`src/rtl/store_buffer_pkg.sv`:
```
// Shared types for the post-commit store buffer.
// Entry layout, drain FSM states and a byte-lane helper.
package store_buffer_pkg;

  typedef logic [31:0] rv32i_word;
  typedef logic [3:0]  rv32i_mem_wmask;

  typedef struct packed {
    logic           valid;
    logic [29:0]    addr;
    rv32i_word      data;
    rv32i_mem_wmask mask;
  } sb_entry_t;

  typedef enum logic {
    SB_IDLE,
    SB_WRITE
  } sb_state_t;

  function automatic rv32i_word lane_mask(rv32i_mem_wmask m);
    rv32i_word r;
    for (int i = 0; i < 4; i++) begin
      r[8*i +: 8] = {8{m[i]}};
    end
    return r;
  endfunction

endpackage

```
`src/rtl/store_buffer_if.sv`:
```
// Store, load-probe and memory-write signals of the store buffer.
// slave is the buffer side, master the pipeline/memory side.
interface store_buffer_if;
  import store_buffer_pkg::*;

  logic           st_valid;
  logic [31:0]    st_addr;
  rv32i_word      st_wdata;
  rv32i_mem_wmask st_wmask;
  logic           st_ready;
  logic           ld_valid;
  logic [31:0]    ld_addr;
  rv32i_mem_wmask ld_rmask;
  logic           ld_hit;
  rv32i_word      ld_data;
  logic           ld_stall;
  logic           mem_write;
  logic [31:0]    mem_address;
  rv32i_word      mem_wdata;
  rv32i_mem_wmask mem_byte_enable;
  logic           mem_resp;
  logic           empty;

  modport slave (
    input  st_valid, st_addr, st_wdata, st_wmask,
    input  ld_valid, ld_addr, ld_rmask, mem_resp,
    output st_ready, ld_hit, ld_data, ld_stall,
    output mem_write, mem_address, mem_wdata,
    output mem_byte_enable, empty
  );

  modport master (
    output st_valid, st_addr, st_wdata, st_wmask,
    output ld_valid, ld_addr, ld_rmask, mem_resp,
    input  st_ready, ld_hit, ld_data, ld_stall,
    input  mem_write, mem_address, mem_wdata,
    input  mem_byte_enable, empty
  );
endinterface

```
`src/rtl/store_buffer_fwd.sv`:
```
// Youngest-match search over buffered stores for a probing load.
// Valid entries are contiguous from head, so the last hit wins.
module store_buffer_fwd
  import store_buffer_pkg::*;
#(
  parameter int DEPTH = 4
) (
  input  sb_entry_t [DEPTH-1:0]     ents,
  input  logic [$clog2(DEPTH)-1:0]  head,
  input  logic                      ld_valid,
  input  logic [29:0]               ld_word,
  input  rv32i_mem_wmask            ld_rmask,
  output logic                      ld_hit,
  output logic                      ld_stall,
  output rv32i_word                 ld_data
);
  localparam int PW = $clog2(DEPTH);

  logic          found;
  logic [PW-1:0] y;
  sb_entry_t     hit_e;

  // scan oldest to youngest, keeping the last matching slot
  always_comb begin
    found = 1'b0;
    y     = '0;
    for (int k = 0; k < DEPTH; k++) begin : scan
      logic [PW-1:0] idx;
      idx = head + PW'(k);
      if (ld_valid && ents[idx].valid &&
          ents[idx].addr == ld_word) begin
        found = 1'b1;
        y     = idx;
      end
    end
  end

  assign hit_e    = ents[y];
  assign ld_hit   = found &&
                    ((hit_e.mask & ld_rmask) == ld_rmask);
  assign ld_stall = found && !ld_hit;
  assign ld_data  = found ?
                    (hit_e.data & lane_mask(hit_e.mask)) : '0;

endmodule

```
`src/rtl/store_buffer.sv`:
```
// Post-commit store buffer: FIFO of stores drained in order,
// with same-word coalescing and load forwarding.
module store_buffer
  import store_buffer_pkg::*;
#(
  parameter int DEPTH = 4
) (
  input logic           clk,
  input logic           rst,
  store_buffer_if.slave bus
);
  localparam int PW = $clog2(DEPTH);
  localparam int CW = PW + 1;

  sb_entry_t [DEPTH-1:0] ents;
  logic [PW-1:0] head, tail, yi;
  logic [CW-1:0] count, count_nx;
  sb_state_t     state, state_nx;
  logic          full, coal, push, pop;
  rv32i_word     st_lanes, merged;
  logic          addr_unused;

  assign yi       = tail - PW'(1);
  assign full     = count == CW'(DEPTH);
  assign coal     = bus.st_valid && count != '0 &&
                    ents[yi].addr == bus.st_addr[31:2] &&
                    (count > CW'(1) || state == SB_IDLE);
  assign push     = bus.st_valid && !full && !coal;
  assign pop      = state == SB_WRITE && bus.mem_resp;
  assign count_nx = count + CW'(push) - CW'(pop);

  assign st_lanes = lane_mask(bus.st_wmask);
  assign merged   = (ents[yi].data & ~st_lanes) |
                    (bus.st_wdata & st_lanes);

  assign bus.st_ready        = coal || !full;
  assign bus.empty           = count == '0;
  assign bus.mem_write       = state == SB_WRITE;
  assign bus.mem_address     = {ents[head].addr, 2'b00};
  assign bus.mem_wdata       = ents[head].data;
  assign bus.mem_byte_enable = ents[head].mask;

  assign addr_unused = ^{bus.st_addr[1:0], bus.ld_addr[1:0]};

  // entry array, pointers and occupancy
  always_ff @(posedge clk or posedge rst) begin
    if (rst) begin
      ents  <= '0;
      head  <= '0;
      tail  <= '0;
      count <= '0;
    end else begin
      if (pop) begin
        ents[head].valid <= 1'b0;
        head <= head + PW'(1);
      end
      if (push) begin
        ents[tail] <= '{valid: 1'b1,
                        addr:  bus.st_addr[31:2],
                        data:  bus.st_wdata,
                        mask:  bus.st_wmask};
        tail <= tail + PW'(1);
      end else if (coal) begin
        ents[yi].data <= merged;
        ents[yi].mask <= ents[yi].mask | bus.st_wmask;
      end
      count <= count_nx;
    end
  end

  // drain FSM state register
  always_ff @(posedge clk or posedge rst) begin
    if (rst) state <= SB_IDLE;
    else     state <= state_nx;
  end

  // drain FSM next state
  always_comb begin
    state_nx = state;
    unique case (state)
      SB_IDLE:  if (count != '0) state_nx = SB_WRITE;
      SB_WRITE: if (pop && count_nx == '0) state_nx = SB_IDLE;
    endcase
  end

  store_buffer_fwd #(.DEPTH(DEPTH)) u_fwd (
    .ents     (ents),
    .head     (head),
    .ld_valid (bus.ld_valid),
    .ld_word  (bus.ld_addr[31:2]),
    .ld_rmask (bus.ld_rmask),
    .ld_hit   (bus.ld_hit),
    .ld_stall (bus.ld_stall),
    .ld_data  (bus.ld_data)
  );

endmodule

```
`src/flat_wrapper.sv`:
```
// flat-port wrapper written by rule: the top's interface ports become plain ports
module store_buffer_flat import store_buffer_pkg::*;
#(
  parameter int DEPTH = 4
)
  (clk, rst, bus_st_valid, bus_st_addr, bus_st_wdata, bus_st_wmask, bus_ld_valid, bus_ld_addr, bus_ld_rmask, bus_mem_resp, bus_st_ready, bus_ld_hit, bus_ld_data, bus_ld_stall, bus_mem_write, bus_mem_address, bus_mem_wdata, bus_mem_byte_enable, bus_empty);
  store_buffer_if bus_i ();
  input logic clk;
  input logic rst;
  input wire logic [$bits(bus_i.st_valid)-1:0] bus_st_valid;
  input wire logic [$bits(bus_i.st_addr)-1:0] bus_st_addr;
  input wire logic [$bits(bus_i.st_wdata)-1:0] bus_st_wdata;
  input wire logic [$bits(bus_i.st_wmask)-1:0] bus_st_wmask;
  input wire logic [$bits(bus_i.ld_valid)-1:0] bus_ld_valid;
  input wire logic [$bits(bus_i.ld_addr)-1:0] bus_ld_addr;
  input wire logic [$bits(bus_i.ld_rmask)-1:0] bus_ld_rmask;
  input wire logic [$bits(bus_i.mem_resp)-1:0] bus_mem_resp;
  output wire logic [$bits(bus_i.st_ready)-1:0] bus_st_ready;
  output wire logic [$bits(bus_i.ld_hit)-1:0] bus_ld_hit;
  output wire logic [$bits(bus_i.ld_data)-1:0] bus_ld_data;
  output wire logic [$bits(bus_i.ld_stall)-1:0] bus_ld_stall;
  output wire logic [$bits(bus_i.mem_write)-1:0] bus_mem_write;
  output wire logic [$bits(bus_i.mem_address)-1:0] bus_mem_address;
  output wire logic [$bits(bus_i.mem_wdata)-1:0] bus_mem_wdata;
  output wire logic [$bits(bus_i.mem_byte_enable)-1:0] bus_mem_byte_enable;
  output wire logic [$bits(bus_i.empty)-1:0] bus_empty;
  assign bus_i.st_valid = bus_st_valid;
  assign bus_i.st_addr = bus_st_addr;
  assign bus_i.st_wdata = bus_st_wdata;
  assign bus_i.st_wmask = bus_st_wmask;
  assign bus_i.ld_valid = bus_ld_valid;
  assign bus_i.ld_addr = bus_ld_addr;
  assign bus_i.ld_rmask = bus_ld_rmask;
  assign bus_i.mem_resp = bus_mem_resp;
  assign bus_st_ready = bus_i.st_ready;
  assign bus_ld_hit = bus_i.ld_hit;
  assign bus_ld_data = bus_i.ld_data;
  assign bus_ld_stall = bus_i.ld_stall;
  assign bus_mem_write = bus_i.mem_write;
  assign bus_mem_address = bus_i.mem_address;
  assign bus_mem_wdata = bus_i.mem_wdata;
  assign bus_mem_byte_enable = bus_i.mem_byte_enable;
  assign bus_empty = bus_i.empty;
  store_buffer #(.DEPTH(DEPTH)) u_core (.clk(clk), .rst(rst), .bus(bus_i));
endmodule
```
`config.mk`:
```
export PLATFORM = sky130hd
export DESIGN_NAME = store_buffer_flat
export DESIGN_NICKNAME = d
export VERILOG_FILES = /design/src/rtl/store_buffer_pkg.sv /design/src/rtl/store_buffer_if.sv /design/src/rtl/store_buffer_fwd.sv /design/src/rtl/store_buffer.sv /design/src/flat_wrapper.sv
export SDC_FILE = /design/constraint.sdc
export NUM_CORES = 1
export LEC_CHECK = 0
export CORE_ASPECT_RATIO = 1.75
export CORE_MARGIN = 2
export CORE_UTILIZATION = 35
export DETAILED_ROUTE_END_ITERATION = 6
export GPL_TIMING_DRIVEN = 0
export PLACE_DENSITY = 0.59
export SYNTH_ARGS = -nofsm -noshare
export SYNTH_HDL_FRONTEND = slang
export SYNTH_SLANG_ARGS = --single-unit
export TNS_END_PERCENT = 50
```
`constraint.sdc`:
```
create_clock -name clk -period 11.7 [get_ports clk]
set_input_delay 1.17 -clock clk [delete_from_list [all_inputs] [get_ports clk]]
set_output_delay 1.17 -clock clk [all_outputs]
set_load 0.02 [all_outputs]
```
==> reports/summary.txt <==
Die Area: 63800 µm²
DR DRC count: 0
complex-gate fraction of the synthesized area: 11.2%
Clk pin slew, worst setup/hold paths: 0.07 ns
clock tree buffer depth: 3
die span in y: 333 µm
DP HPWL: 77200 µm
Clock Skew: 0.0340 ns
vias after detailed routing: 19098
PwrDens: 371 nW/µm²
Data required, critical path: 10.53 ns
status: complete, no violations
synthesized cell area: 21600 µm²
crit end category: primary output
Slowest cell on crit path: nor4b_1
Sink Count: 276
max-slew violations: 0
clock buffer count from CTS: 29
count of cell types in the netlist: 80
final worst-path cycle share: 97.0%
share of cells above drive strength 1: 24.4%
MaxCap Viol Count: 0
Worst-Skew Late Latency: 0.63 ns
GPL Wtd Cong: 1.03
slowest stage delay, CP: 0.85 ns
vias in the first global route: 19399
multiplexer share of the synthesized area: 34.8%
Top delay family on crit path: buffers and inverters
DR WL/cell: 33.9 µm
CORE AREA: 61100 µm²
FFs w/ async S/R, synth: 100%
GRT overflow: 0
Synth Register Bits: 276
first-pass GRT wire length: 144000 µm
Initial Util: 35.3%
Synth Flop Type: dfrtp_1
Register Area: 6910 µm²
Leak Pwr: 10.1 nW
worst-path fanout max: 20
CTS hold repair buffers: 0
number of vias per cell: 6.37
actual slew at the worst max-slew pin: 1.32 ns
largest family of logic cells by synthesized area: multiplexers
Peak supply drop: 0.000175 V
num ports: 214
Post-synth EDFFs: 0
Seq/Total Area, Yosys: 32.0%
# setup viols final: 0
simple-gate share of the synthesized area: 10.5%
WHS: 0.530 ns
syn avg cell area: 11.1 µm²
most frequent CP cell: buf_6
warnings from Yosys: 0
buffers added on ports: 192
Slew HR: 9.67%
TritonCTS clock tree: done
Iteration-0 DRC Markers: 1894
# rows: 120
Post-DRT Antenna Nets: 0
H-tree levels: 1
Chip Width: 192 µm
CP startpoint kind: register
Post-Syn Instances: 1953
Critical Path AT: 10.18 ns
largest net degree at the start of global routing: 119
Post-synth top cells: dfrtp_1, nand2_1, mux4_2
Final Hold Fails: 0
Overall Power: 9.53 mW
Area Overhead vs Synth: 18.8%
Worst Path Buf+Inv: 13
Root Buffer: clkbuf_16
Area contributors post-synth: dfrtp_1, mux4_2, mux2_2
share of the synthesized area in the top cell type: 32.0%
Post-Synth Adder-Cell Area: 0.846%
Post-Synth XOR/XNOR Area: 5.88%
Total GRT Usage: 31.7%
area of the multi-input gates: 13700 µm²
Synth area leader: dfrtp_1
setup repair after global routing missed its margin: false
Post-layout nets: 2304
WL final: 102000 µm
Setup CP Type: register to primary output
Tmin final: 11.35 ns
worst hold-check path type: register to register
fill count: 5797
initial antenna violation count: 7
Peak Freq: 0.0881 GHz
drt first pass iters: 6
cells along the critical path: buf_6 -> buf_6 -> buf_6 -> buf_4 -> inv_1 -> clkbuf_1 -> clkbuf_2 -> ha_1 -> buf_2 -> buf_2 -> buf_2 -> mux4_2 -> xnor2_1 -> nor4_1 -> nand4_1 -> or2_1 -> buf_6 -> a31oi_2 -> o221ai_4 -> buf_6 -> o211ai_1 -> nand3_1 -> nor4b_1 -> clkdlybuf4s50_1
[metrics by stage]
| step | setup TNS (ns) | cell area [µm²] | std cells | util [%] | worst slack [ns] |
|---|---|---|---|---|---|
| 5_1_grt | 0 | 25600 | 2996 | 42.0 | 0.127 |
| 3_3_place_gp | -251.71 | 24500 | 2939 | 40.1 | -0.967 |
| 4_1_cts | 0 | 25600 | 2995 | 41.9 | 0.510 |
| 3_5_place_dp | 0 | 24600 | 2943 | 40.3 | 0.314 |
| 6_report | 0 | 25600 | 3000 | 42.0 | 0.351 |
| 2_1_floorplan | 0 | 21600 | 1954 | - | 2.92 |
[layout make-up]
| cell class | count | share of cell area [%] |
|---|---|---|
| diodes | 4 | 0.0390 |
| well taps | 793 | 3.87 |
| plain buffers | 167 | 3.39 |
| clock buffers | 35 | 3.07 |
| clock inverters | 18 | 0.946 |
| inverters | 41 | 0.629 |
| multi-input cells | 1469 | 53.3 |
| flip-flops and latches | 276 | 26.9 |
| repair buffers | 197 | 7.80 |
[final timing paths]
kind	from	slack, ns	endpoint	cells after the start
hold reg to reg	u_core.ents[91]	0.53	u_core.ents[91]	2
setup reg to reg	u_core.tail[0]	0.53	u_core.ents[8]	21
min in group asynchronous	rst	0.95	u_core.count[0]	2
hold / removal	u_core.ents[91]	0.53	u_core.ents[91]	2
setup / recovery	u_core.head[0]	0.35	bus_ld_hit	24
max in group asynchronous	rst	9.69	u_core.ents[88]	3
[power breakdown]
group | switching, mW | internal, mW | total, mW | leakage [nW]
combinational | 3.55 | 2.84 | 6.39 | 6.24
sequential | 0.670 | 1.42 | 2.09 | 3.34
clock | 0.455 | 0.593 | 1.05 | 0.509
total | 4.68 | 4.85 | 9.53 | 10.1
[worst reg2reg max path, stage by stage (launching register included)]
cell and delay (ns):
dfrtp_1 0.43, clkbuf_1 0.91, buf_2 0.54, clkbuf_1 0.78, buf_1 0.78, clkinv_1 0.69, ha_1 0.52, clkbuf_1 0.54
clkbuf_1 0.89, mux4_2 0.56, xnor2_1 0.21, nand4_1 0.39, nor4_1 0.84, nand4_1 0.48, and3_1 0.36, buf_2 0.17
and2_1 0.17, clkbuf_1 0.21, nor2_1 0.87, clkbuf_1 0.53, nand2_1 0.13, nand2_1 0.09
[repair_timing]
action | in CTS | in global routing
setup endpoints to repair | 17 | 0
setup buffers | 0 | 0
resized for setup | 1 | 0
[layout by cell type, fill, tap and decap left out, drive strengths merged, types with 41 or more instances in the layout]
master         netlist  routed
nand2              277     277
a22oi              130     130
xnor2              109     109
clkbuf              70     105
buf                 98     101
mux2i              110     110
nor2                67      67
clkdlybuf4s50        0     192
mux4               193     193
mux2               184     184
dfrtp              276     276
inv                 39      41
[cell families after synthesis]
group                      Yosys count
adders and majority gates           14
buffers and inverters              209
and+or+nand+nor                    495
other                                1
xor gates and xnor gates           144
muxes                              487
DFF                                276
AOI/OAI and AO/OA                  327
[state kept, by name (all words and copies together), names as in the netlist]
register	flops
u_core.ents	268
u_core.count	3
u_core.bus.mem_write	1
u_core.head	2
u_core.tail	2
[metal layers]
layer	global-route usage (%)	routed length, µm
met1	34.1	33600
met2	54.8	51200
met3	4.78	7060
met4	25.4	9710
met5	0	54
Power figures use the tool's default switching activity.
==> variant: new RTL, same flow settings <==
`DEPTH` is set to 4 in 3 places; all go to 2.
--- a/src/rtl/store_buffer_fwd.sv
+++ b/src/rtl/store_buffer_fwd.sv
@@ -3,7 +3,7 @@
 module store_buffer_fwd
   import store_buffer_pkg::*;
 #(
-  parameter int DEPTH = 4
+  parameter int DEPTH = 2
 ) (
   input  sb_entry_t [DEPTH-1:0]     ents,
   input  logic [$clog2(DEPTH)-1:0]  head,
--- a/src/rtl/store_buffer.sv
+++ b/src/rtl/store_buffer.sv
@@ -3,7 +3,7 @@
 module store_buffer
   import store_buffer_pkg::*;
 #(
-  parameter int DEPTH = 4
+  parameter int DEPTH = 2
 ) (
   input logic           clk,
   input logic           rst,
--- a/src/flat_wrapper.sv
+++ b/src/flat_wrapper.sv
@@ -1,7 +1,7 @@
 // flat-port wrapper written by rule: the top's interface ports become plain ports
 module store_buffer_flat import store_buffer_pkg::*;
 #(
-  parameter int DEPTH = 4
+  parameter int DEPTH = 2
 )
   (clk, rst, bus_st_valid, bus_st_addr, bus_st_wdata, bus_st_wmask, bus_ld_valid, bus_ld_addr, bus_ld_rmask, bus_mem_resp, bus_st_ready, bus_ld_hit, bus_ld_data, bus_ld_stall, bus_mem_write, bus_mem_address, bus_mem_wdata, bus_mem_byte_enable, bus_empty);
   store_buffer_if bus_i ();
Formal check against the unedited RTL: not equivalent (Yosys sat finds a counterexample within 4 cycles, from zero or initial values and one cycle with rst high).
==> variant against the unedited design <==
  * Final area down 50%
  * Critical path type unchanged
  * Non-clock buffer count is 98 lower
  * Total power decreased by 58%
  * Count of clock-buffer cells in the layout shrank 14
  * Synthesized area fell by 55%
  * Setup slack improved by 4700 ps
  * Critical endpoint is now bus_ld_data[20]
  * Sequential cell count fell by 137
  * Register-to-register slack improved by 7800 ps
  * Routed wire length is 67% lower
  * Highest routed layer is now met4
  * Final cell count decreased by 50%
  * Clock power fell by 45%
==> variant: results (changes against the unedited design) <==
Parameter                              Value

Placed design
  Buffers added on ports    203 (+5.7%)
  Post-DP HPWL    25340 um (-67%)
  Number of placed instances, taps included    1482 (-50%)
  Routability cong.    0.9010 (-13%)

Worst setup path
  Reg2Reg Capture Point    u_core.ents[122]
  Slowest library cell on the worst path    sky130_fd_sc_hd__nor4_1
  Reg-to-reg startpoint    u_core.tail
  Worst Path Arrival    5450 ps (-4730 ps)
  Worst R2R Path Depth    10 (-52%)
  Critical Path Max Stage Delay    790 ps (-60 ps)
  Critical Path Fanout Max    10 (-50%)
  Register-to-register setup slack    8350 ps (+7820 ps)

Global routing
  Number of antenna violations at the first check in global routing    0 (-7)
  Maximum number of pins on one net before global-route repair    76 (-36%)
  Number of global-route vias before repair    8261 (-57%)
  First-pass GRT wire length    49990 um (-65%)
  All-layer global routing usage    23.14% (-8.6 points)

Hold path
  End point of the worst hold path    u_core.ents[133]
  Cells on Worst Hold Path    1 (-1)
  Hold path start    u_core.ents[133]
  Hold/Removal Path Class    flop to flop

Clock network
  Clock H-tree levels    4 (+3)
  CTS Buf Count    17 (-41%)
  Post-CTS clock slew at the launch and capture registers of the worst setup and hold paths    about 60 ps
  Buffer cell driving the clock tree root    sky130_fd_sc_hd__clkbuf_16
  Bufs on Longest Clock Path    2 (-1)
  Clock latency on the worst-skew pair    440 ps (-190 ps)
  Postcts setup bufs    0 (unchanged)
  Post-cts sizing count    0 (-1)

STA
  Maximum clock skew at final layout    10.01 ps (-23.95 ps)
  Headroom to the max-slew limit    33.43% (+24 points)
  Setup violators final    0 (unchanged)

Synthesis
  Share of synthesized area spent on multiplexers    27.57% (-7.3 points)
  Ranking of synthesized cells by instance count    139 x sky130_fd_sc_hd__dfrtp_1, 125 x sky130_fd_sc_hd__mux2i_1, 116 x sky130_fd_sc_hd__mux2_2
  XOR/XNOR Fraction of Synth Area    8.526% (+2.6 points)
  Synthesized instance count    908 (-54%)
  Leading post-synthesis cells by cell area    sky130_fd_sc_hd__dfrtp_1 36%, sky130_fd_sc_hd__mux2_2 14%, sky130_fd_sc_hd__mux2i_1 13%
  Post-synthesis compound-gate area fraction    11.93% (+0.77 points)
  Arithmetic-cell share of the synthesized area counting full adders, half adders and majority gates    0.1296% (-0.72 points)
  Post-synth ARST share    100.0% (unchanged)
  Yosys warning count    0 (unchanged)
  Fraction of the yosys area taken by sequential cells    36.02% (+4.0 points)
  Synth cell types    40 (-50%)

Routing
  Vias per inst    5.402 (-15%)
  Remaining antenna violation count    0 (unchanged)
  First-pass DRT Iterations    6 (unchanged)
  DRC violation total after the first TritonRoute iteration    486 (-74%)
  Routed via count    8178 (-57%)
  Routed length per instance    22.09 um (-35%)

Final layout
  Share of layout cells above drive strength 1    18.52% (-5.9 points)
  Largest registers ranked by flip-flop count    u_core.ents (134), u_core.count (2)
  Filler cell count    2583 (-55%)
  Diode count    0 (-4)
  Final net count    1242 (-46%)

Pwr
  Standby leakage power    0.005097 uW (-50%)
  IR drop worst, VDD    0.1617 mV (-7.7%)

Outcome
  Status    finished, final reports clean

Floorplanning
  Std-Cell Rows    80 (-33%)
-- variant: cell families after synthesis --
kind of cell | Yosys count
flip-flops | 139
multiplexers | 248
XOR/XNOR | 94
buffers and inverters | 81
adder cells (fa/ha/maj) | 1
AND/OR/NAND/NOR | 207
AO/OA/AOI/OAI | 137
other | 1
-- variant: cell type report --
| cell class | instances | area (um^2) | share of cell area, % |
|---|---|---|---|
| clock buffers | 21 | 480.5 | 3.751 |
| plain buffers | 62 | 421.7 | 3.292 |
| flip-flops and latches | 139 | 3478 | 27.16 |
| multi-input cells | 689 | 5689 | 44.42 |
| well taps | 369 | 461.7 | 3.605 |
| repair buffers | 204 | 2059 | 16.08 |
| clock inverters | 11 | 141.4 | 1.104 |
| inverters | 19 | 76.32 | 0.5959 |
-- variant: metal layers --
layer	up-vias	GRT usage, %	share of wire, %
li1	3764	-	-
met1	4093	24.98	37
met2	269	43.98	56
met3	52	3.248	3.8
met4	0	9.539	3.3
met5	-	0	0
-- variant: how the worst max path moves through the flow --
stage                                from  slack, ps                   end  depth (start not counted)
after floorplan                       rst       6810  u_core.bus.mem_write                          1
after global placement                rst       4360       u_core.ents[78]                          2
after detailed placement  bus_ld_addr[23]       5240       bus_ld_data[20]                          9
after CTS                     u_core.head       5140       bus_ld_data[20]                         11
after global routing          u_core.head       5150       bus_ld_data[20]                         11
final                         u_core.head       5080       bus_ld_data[20]                         11
-- variant: per-stage QoR --
stage	worst slack (ps)	hold slack, ps	total power [uW]	util, %	cell area [um^2]
4_1_cts	5136	513.9	4064	47.04	12810
6_report	5082	520.6	4036	47.04	12810
5_1_grt	5152	530.5	4249	47.04	12810
3_5_place_dp	5239	499.6	3465	44.76	12190
3_3_place_gp	4355	490.4	3448	44.64	12150
2_1_floorplan	6805	461.8	2542	-	9661
-- variant: report_power, final --
part	leakage, uW	switching (uW)	total (uW)	internal (uW)
clock network	0.000301	222	579	357
logic	0.00311	1280	2490	1210
registers	0.00168	247	968	721
total	0.00510	1750	4040	2290
-- variant: critical path, delay by kind of cell (launching register included) --
family,cells,cell delay [ps]
AO/OA/AOI/OAI,1,510
flip-flops,1,340
AND/OR/NAND/NOR,5,2300
multiplexers,1,410
buffers and inverters,3,1210
XOR/XNOR,1,210
